File: config.mk
export PLATFORM = sky130hd
export DESIGN_NAME = elevator_timer
export DESIGN_NICKNAME = d
export VERILOG_FILES = /design/src/rtl/elevator_timer_pkg.sv /design/src/rtl/elevator_timer_tick_prescaler.sv /design/src/rtl/elevator_timer.sv
export SDC_FILE = /design/constraint.sdc
export NUM_CORES = 1
export LEC_CHECK = 0
export CAP_MARGIN = 20
export CORE_AREA = 2 2 68 70
export CTS_CLUSTER_DIAMETER = 30
export DETAILED_ROUTE_END_ITERATION = 16
export DIE_AREA = 0 0 70 72
export GPL_TIMING_DRIVEN = 0
export PLACE_DENSITY = 0.79
export SYNTH_ARGS = -nofsm -noshare
export SYNTH_HDL_FRONTEND = slang
export SYNTH_SLANG_ARGS = --single-unit
File: constraint.sdc
create_clock -name CP -period 7.8 [get_ports CP]
set_input_delay 2.34 -clock CP [delete_from_list [all_inputs] [get_ports CP]]
set_output_delay 2.34 -clock CP [all_outputs]
set_load 0.1 [all_outputs]
File: src/rtl/elevator_timer_pkg.sv
// elevator_pkg: controller state type, door animation stage codes and the
// saturating add shared by the elevator timer blocks.
package elevator_pkg;

  typedef enum logic [1:0] {IDLE, RUN, OPEN, DONE} state_t;

  localparam logic [1:0] STAGE_CLOSED = 2'd0;
  localparam logic [1:0] STAGE_AJAR   = 2'd1;
  localparam logic [1:0] STAGE_HALF   = 2'd2;
  localparam logic [1:0] STAGE_OPEN   = 2'd3;

  // Returns min(a + b, 2^width - 1); the sum is formed with a spare carry bit.
  function automatic int unsigned satAdd(input int unsigned a, input int unsigned b,
                                         input int unsigned width);
    logic [32:0] sum;
    logic [32:0] maxVal;
    sum    = {1'b0, a} + {1'b0, b};
    maxVal = (33'd1 << width) - 33'd1;
    return (sum > maxVal) ? maxVal[31:0] : sum[31:0];
  endfunction

endpackage

File: src/rtl/elevator_timer_tick_prescaler.sv
// tick_prescaler: DIV-cycle divider with enable and synchronous clear;
// o_tick flags the last cycle of each period so the owner advances on that edge.
module tick_prescaler #(
  parameter int DIV = 8
) (
  input  logic i_clk,
  input  logic i_rst,
  input  logic i_en,
  input  logic i_clr,
  output logic o_tick
);

  localparam int PW = (DIV > 1) ? $clog2(DIV) : 1;
  localparam logic [PW-1:0] LAST = PW'(DIV - 1);

  logic [PW-1:0] r_cnt;

  always_ff @(posedge i_clk or posedge i_rst) begin
    if (i_rst)
      r_cnt <= '0;
    else if (i_clr)
      r_cnt <= '0;
    else if (i_en)
      r_cnt <= (r_cnt == LAST) ? '0 : r_cnt + PW'(1);
  end

  assign o_tick = i_en && (r_cnt == LAST);

endmodule

File: src/rtl/elevator_timer.sv
// elevator_timer: unified floor-travel / door-open timer on the system clock.
// Optional ELEV_TIMER_REOPEN_EN: a delay edge during door ramp-down re-opens the doors.
module elevator_timer
  import elevator_pkg::*;
#(
  parameter int DIV        = 8,
  parameter int CW         = 7,
  parameter int RUN_TICKS  = 6,
  parameter int OPEN_TICKS = 22,
  parameter int EXT_TICKS  = 20
) (
  input  logic          CP,
  input  logic          CR,
  input  logic          StRun,
  input  logic          StOpen,
  input  logic          delay,
  output logic [CW-1:0] count,
  output logic          endRun,
  output logic          endOpen,
  output logic [1:0]    dispStage,
  output logic          busy
);

  localparam logic [CW-1:0] RUN_LAST  = CW'(RUN_TICKS - 1);
  localparam logic [CW-1:0] OPEN_LAST = CW'(OPEN_TICKS - 1);
`ifdef ELEV_TIMER_REOPEN_EN
  localparam logic [CW-1:0] REOPEN_END = CW'(satAdd(3, EXT_TICKS, CW));
`endif

  state_t        r_state, w_nextState;
  logic [CW-1:0] r_count, r_endT, w_nextCount, w_nextEndT, w_extEnd;
  logic [1:0]    r_dispStage, w_nextStage;
  logic          r_endRun, r_endOpen, r_delayPrev;
  logic          w_tick, w_delayEdge, w_runWrap, w_openTerm, w_stateChange;

  tick_prescaler #(.DIV(DIV)) u_prescaler (
    .i_clk  (CP),
    .i_rst  (CR),
    .i_en   ((r_state == RUN) || (r_state == OPEN)),
    .i_clr  (w_stateChange),
    .o_tick (w_tick)
  );

  assign w_delayEdge   = delay && !r_delayPrev;
  assign w_runWrap     = (r_state == RUN) && w_tick && (r_count == RUN_LAST);
  assign w_openTerm    = (r_state == OPEN) && w_tick && (r_count == r_endT);
  assign w_stateChange = (w_nextState != r_state);
  assign w_extEnd      = CW'(satAdd(32'(r_endT), EXT_TICKS, CW));

  always_ff @(posedge CP or posedge CR) begin
    if (CR)
      r_state <= IDLE;
    else
      r_state <= w_nextState;
  end

  always_comb begin
    w_nextState = r_state;
    case (r_state)
      IDLE: begin
        if (StOpen)     w_nextState = OPEN;
        else if (StRun) w_nextState = RUN;
      end
      RUN:  if (!StRun) w_nextState = IDLE;
      OPEN: begin
        if (!StOpen)         w_nextState = IDLE;
        else if (w_openTerm) w_nextState = DONE;
      end
      DONE: if (!StOpen) w_nextState = IDLE;
      default: w_nextState = IDLE;
    endcase
  end

  always_comb begin
    busy = (r_state != IDLE);
  end

  // Any state change (including an early abort) restarts count from zero.
  always_comb begin
    w_nextCount = r_count;
    w_nextEndT  = r_endT;
    if (w_stateChange) begin
      w_nextCount = '0;
      if (w_nextState == OPEN) w_nextEndT = OPEN_LAST;
    end else if (r_state == RUN) begin
      if (w_tick) w_nextCount = w_runWrap ? '0 : r_count + CW'(1);
    end else if (r_state == OPEN) begin
      if (w_tick) w_nextCount = r_count + CW'(1);
`ifdef ELEV_TIMER_REOPEN_EN
      if (w_delayEdge && (r_count >= r_endT - CW'(2))) begin
        w_nextCount = CW'(3);
        if (REOPEN_END > r_endT) w_nextEndT = REOPEN_END;
      end else if (w_delayEdge) begin
        w_nextEndT = w_extEnd;
      end
`else
      if (w_delayEdge) w_nextEndT = w_extEnd;
`endif
    end
  end

  always_comb begin
    w_nextStage = STAGE_CLOSED;
    if (w_nextState == OPEN) begin
      if (w_nextCount == CW'(0))                   w_nextStage = STAGE_CLOSED;
      else if (w_nextCount == CW'(1))              w_nextStage = STAGE_AJAR;
      else if (w_nextCount == CW'(2))              w_nextStage = STAGE_HALF;
      else if (w_nextCount == w_nextEndT)          w_nextStage = STAGE_CLOSED;
      else if (w_nextCount == w_nextEndT - CW'(1)) w_nextStage = STAGE_AJAR;
      else if (w_nextCount == w_nextEndT - CW'(2)) w_nextStage = STAGE_HALF;
      else                                         w_nextStage = STAGE_OPEN;
    end
  end

  always_ff @(posedge CP or posedge CR) begin
    if (CR) begin
      r_count     <= '0;
      r_endT      <= OPEN_LAST;
      r_dispStage <= STAGE_CLOSED;
      r_endRun    <= 1'b0;
      r_endOpen   <= 1'b0;
      r_delayPrev <= 1'b0;
    end else begin
      r_count     <= w_nextCount;
      r_endT      <= w_nextEndT;
      r_dispStage <= w_nextStage;
      r_endRun    <= w_runWrap && (w_nextState == RUN);
      r_endOpen   <= w_openTerm && (w_nextState == DONE);
      r_delayPrev <= delay;
    end
  end

  assign count     = r_count;
  assign endRun    = r_endRun;
  assign endOpen   = r_endOpen;
  assign dispStage = r_dispStage;

endmodule

==> metrics.cfg <==
[grt]
grtUsageTotal_pct=23.6
grt_max_degree=25
grt_pass1_vias=2025
grt_overflow_total=0
grt_pass1_wl_mm=9.63
antenna_found_initial=0

[critical_path]
critPathArrivalTime_ns=5.77
worstSetupEndpointType=register
rrSetupSlack_ns=3.47
rr_worst_depth=15
critPathKind=in2reg
startpoint=StOpen
crit_fanout=10
worstReg2RegStart=r_state[0]
endpoint=dispStage[0]
r2r-end=dispStage[0]
cp.required_ns=7.97
worst_setup_path_start_kind=primary input

[route]
drc=0
drt_iter0_drc=156
postRouteAntennaNets=0
route.vias.total=2179
drt_wl_total_mm=5.63
met1_length_mm=2.52
dr_wl_met2_mm=2.64
wl_met3_um=382
first_pass_iters=4
wl_per_cell_um=16.3
via_per_inst=6.32
highest_layer=met4

[finish]
antennaDiodeCount=0
stdcell_area_sq_um=2580
area_growth_pct=13.0
fillers=394
fin_cells=345
drive_above_1_share_pct=13.3
fin_util_pct=60.5
nets=310

[synthesis]
yosysWarnings=0
synth_top_area_share_pct=23.0
syn_nets=289
ys_ff_latch=24
synth_cells=273
ys_seq_area_share_pct=26.5
synth_area_leaders=dfrtp_1 23%, ha_1 6.0%, a21oi_1 5.5%, nor2_1 4.6%, xor2_1 4.2%
synth.distinct_cells=67
synth_top_cell_by_area=dfrtp_1
syn_area_per_cell_sq_um=8.37
syn_area_sq_um=2280
ys_async_sr_fraction_pct=100
synth_flop_cell=dfrtp_1
synth_edf_count=0

[clocking]
clk_latency_ns=0.28
cts_root_buf=clkbuf_8
cts_resized=0
tritoncts=done
cts_sinks=24
holdBufCountCts=0
path_clk_slew_ns=0.09
cts_setup_buffers=0
htree_num_levels=1
cts_buffer_depth=2
cts_buffers=3

[worst_hold_path]
hold_path.class=reg2reg

[placement]
place_ws_ns=1.97
dpl-instance-area_sq_um=2510
portBuffers=16
hpwl_mm=4.15
place_inst=341
gp_routability_congestion=0.925

[sta]
rsz0062_at_grt=false
fmax_ghz=0.179
setup_slack_ns=2.20
min_period_ns=5.60
setup_viol=0
report.final.slew_viol_count=0
hold_viol=0
fin_crit_sh_pct=71.8
tns_ns=0
slew_headroom_pct=35.2
worstMarginPinSlew_ns=0.970
finalClockSkew_ns=0.00345
hold_ws_ns=0.542

[floorplan]
die_width_um=70
die_h_um=72
io_pins=17
dieArea_sq_um=5040
initial_core_util_pct=53.6
std_cell_rows=24
core_sq_um=4260

[flow_run]
max-cap-violations=0

[power_and_ir_drop]
vdd_drop_max_v=0.000176
power_density_nw_per_um2=335
p_leak_nw=1.11
power_uw=865

[status]
status=completed

-- worst max-delay path, stage by stage --
cell and delay [ns]:
clkdlybuf4s50_1 0.55, inv_1 0.09, o31ai_1 0.34, o32ai_1 0.22, nor2_1 0.47, buf_2 0.35
a21oi_1 0.11, o22ai_1 0.24, ha_1 0.30, xnor2_1 0.13, or4_1 0.40, nor3_1 0.15
a21oi_1 0.09
-- cells in the mapped netlist (3+ instances only) --
cell / instances
a21oi_1: 25
a31oi_1: 3
buf_2: 8
dfrtp_1: 21
xor2_1: 11
o21a_1: 4
and3_1: 4
dfstp_2: 3
nor4_1: 4
nand2b_1: 4
inv_1: 19
ha_1: 11
clkbuf_1: 4
mux2i_1: 3
nor3_1: 8
o31ai_1: 3
nand3_1: 5
o22ai_1: 4
nor2_1: 28
xnor2_1: 10
or2_2: 3
o21ai_0: 16
nand2_1: 17
-- power breakdown --
group	leakage [nW]	internal [mW]	total (mW)	switching, mW
Sequential	0.318	0.152	0.183	0.0311
Clock	0.0357	0.0688	0.114	0.0449
Combinational	0.753	0.195	0.568	0.373
-- logic make-up after synthesis --
family                     count (synthesis)  share of synthesized area [%]
AOI/OAI and AO/OA                         80                           25.2
xor gates and xnor gates                  22                           8.76
and+or+nand+nor                           99                           25.4
adders and majority gates                 11                           6.02
DFF                                       24                           26.5
muxes                                      3                           1.31
buffers and inverters                     34                           6.85
-- layer usage --
metal | vias to the layer above | track usage, %
met1 | 1034 | 32.6
met2 | 103 | 37.4
met4 | 0 | 9.40
met5 | - | 0
met3 | 11 | 4.03
li1 | 1031 | -
-- how the worst min path moves through the flow --
stage	startpoint	endpoint	depth (start not counted)
after global routing	u_prescaler.r_cnt[1]	u_prescaler.r_cnt[1]	2
final	u_prescaler.r_cnt[2]	u_prescaler.r_cnt[2]	2
after global placement	u_prescaler.r_cnt[2]	u_prescaler.r_cnt[2]	2
after CTS	u_prescaler.r_cnt[1]	u_prescaler.r_cnt[1]	2
after floorplan	u_prescaler.r_cnt[2]	u_prescaler.r_cnt[2]	2
after detailed placement	u_prescaler.r_cnt[2]	u_prescaler.r_cnt[2]	2
-- sequential cells by signal, indices dropped and copies added, names as in the netlist --
signal,count
count,7
r_endT,7
u_prescaler.r_cnt,3
dispStage,2
r_state,2
endOpen,1
endRun,1
r_delayPrev,1
-- final cells by class --
type                            count  area [sq um]  share of cell area [%]
Multi-Input combinational cell    215          1520                    59.0
Sequential cell                    24           604                    23.4
Timing Repair Buffer               16           160                    6.20
Buffer                             15          85.1                    3.30
Inverter                           19          71.3                    2.76
Tap cell                           52          65.1                    2.52
Clock buffer                        3          41.3                    1.60
Clock inverter                      1          30.0                    1.16
-- cells in the final DEF, fill, tap and decap left out, types with 4 or more instances in the layout --
cell              n
and3_1            4
xnor2_1          10
nand3_1           5
nor2_1           28
nand2b_1          4
ha_1             11
o22ai_1           4
clkbuf_1          4
xor2_1           11
nor4_1            4
nand2_1          17
buf_2             8
dfrtp_1          21
nor3_1            8
clkdlybuf4s50_1  16
a21oi_1          25
o21ai_0          16
inv_1            19
o21a_1            4
Power figures use the tool's default switching activity.
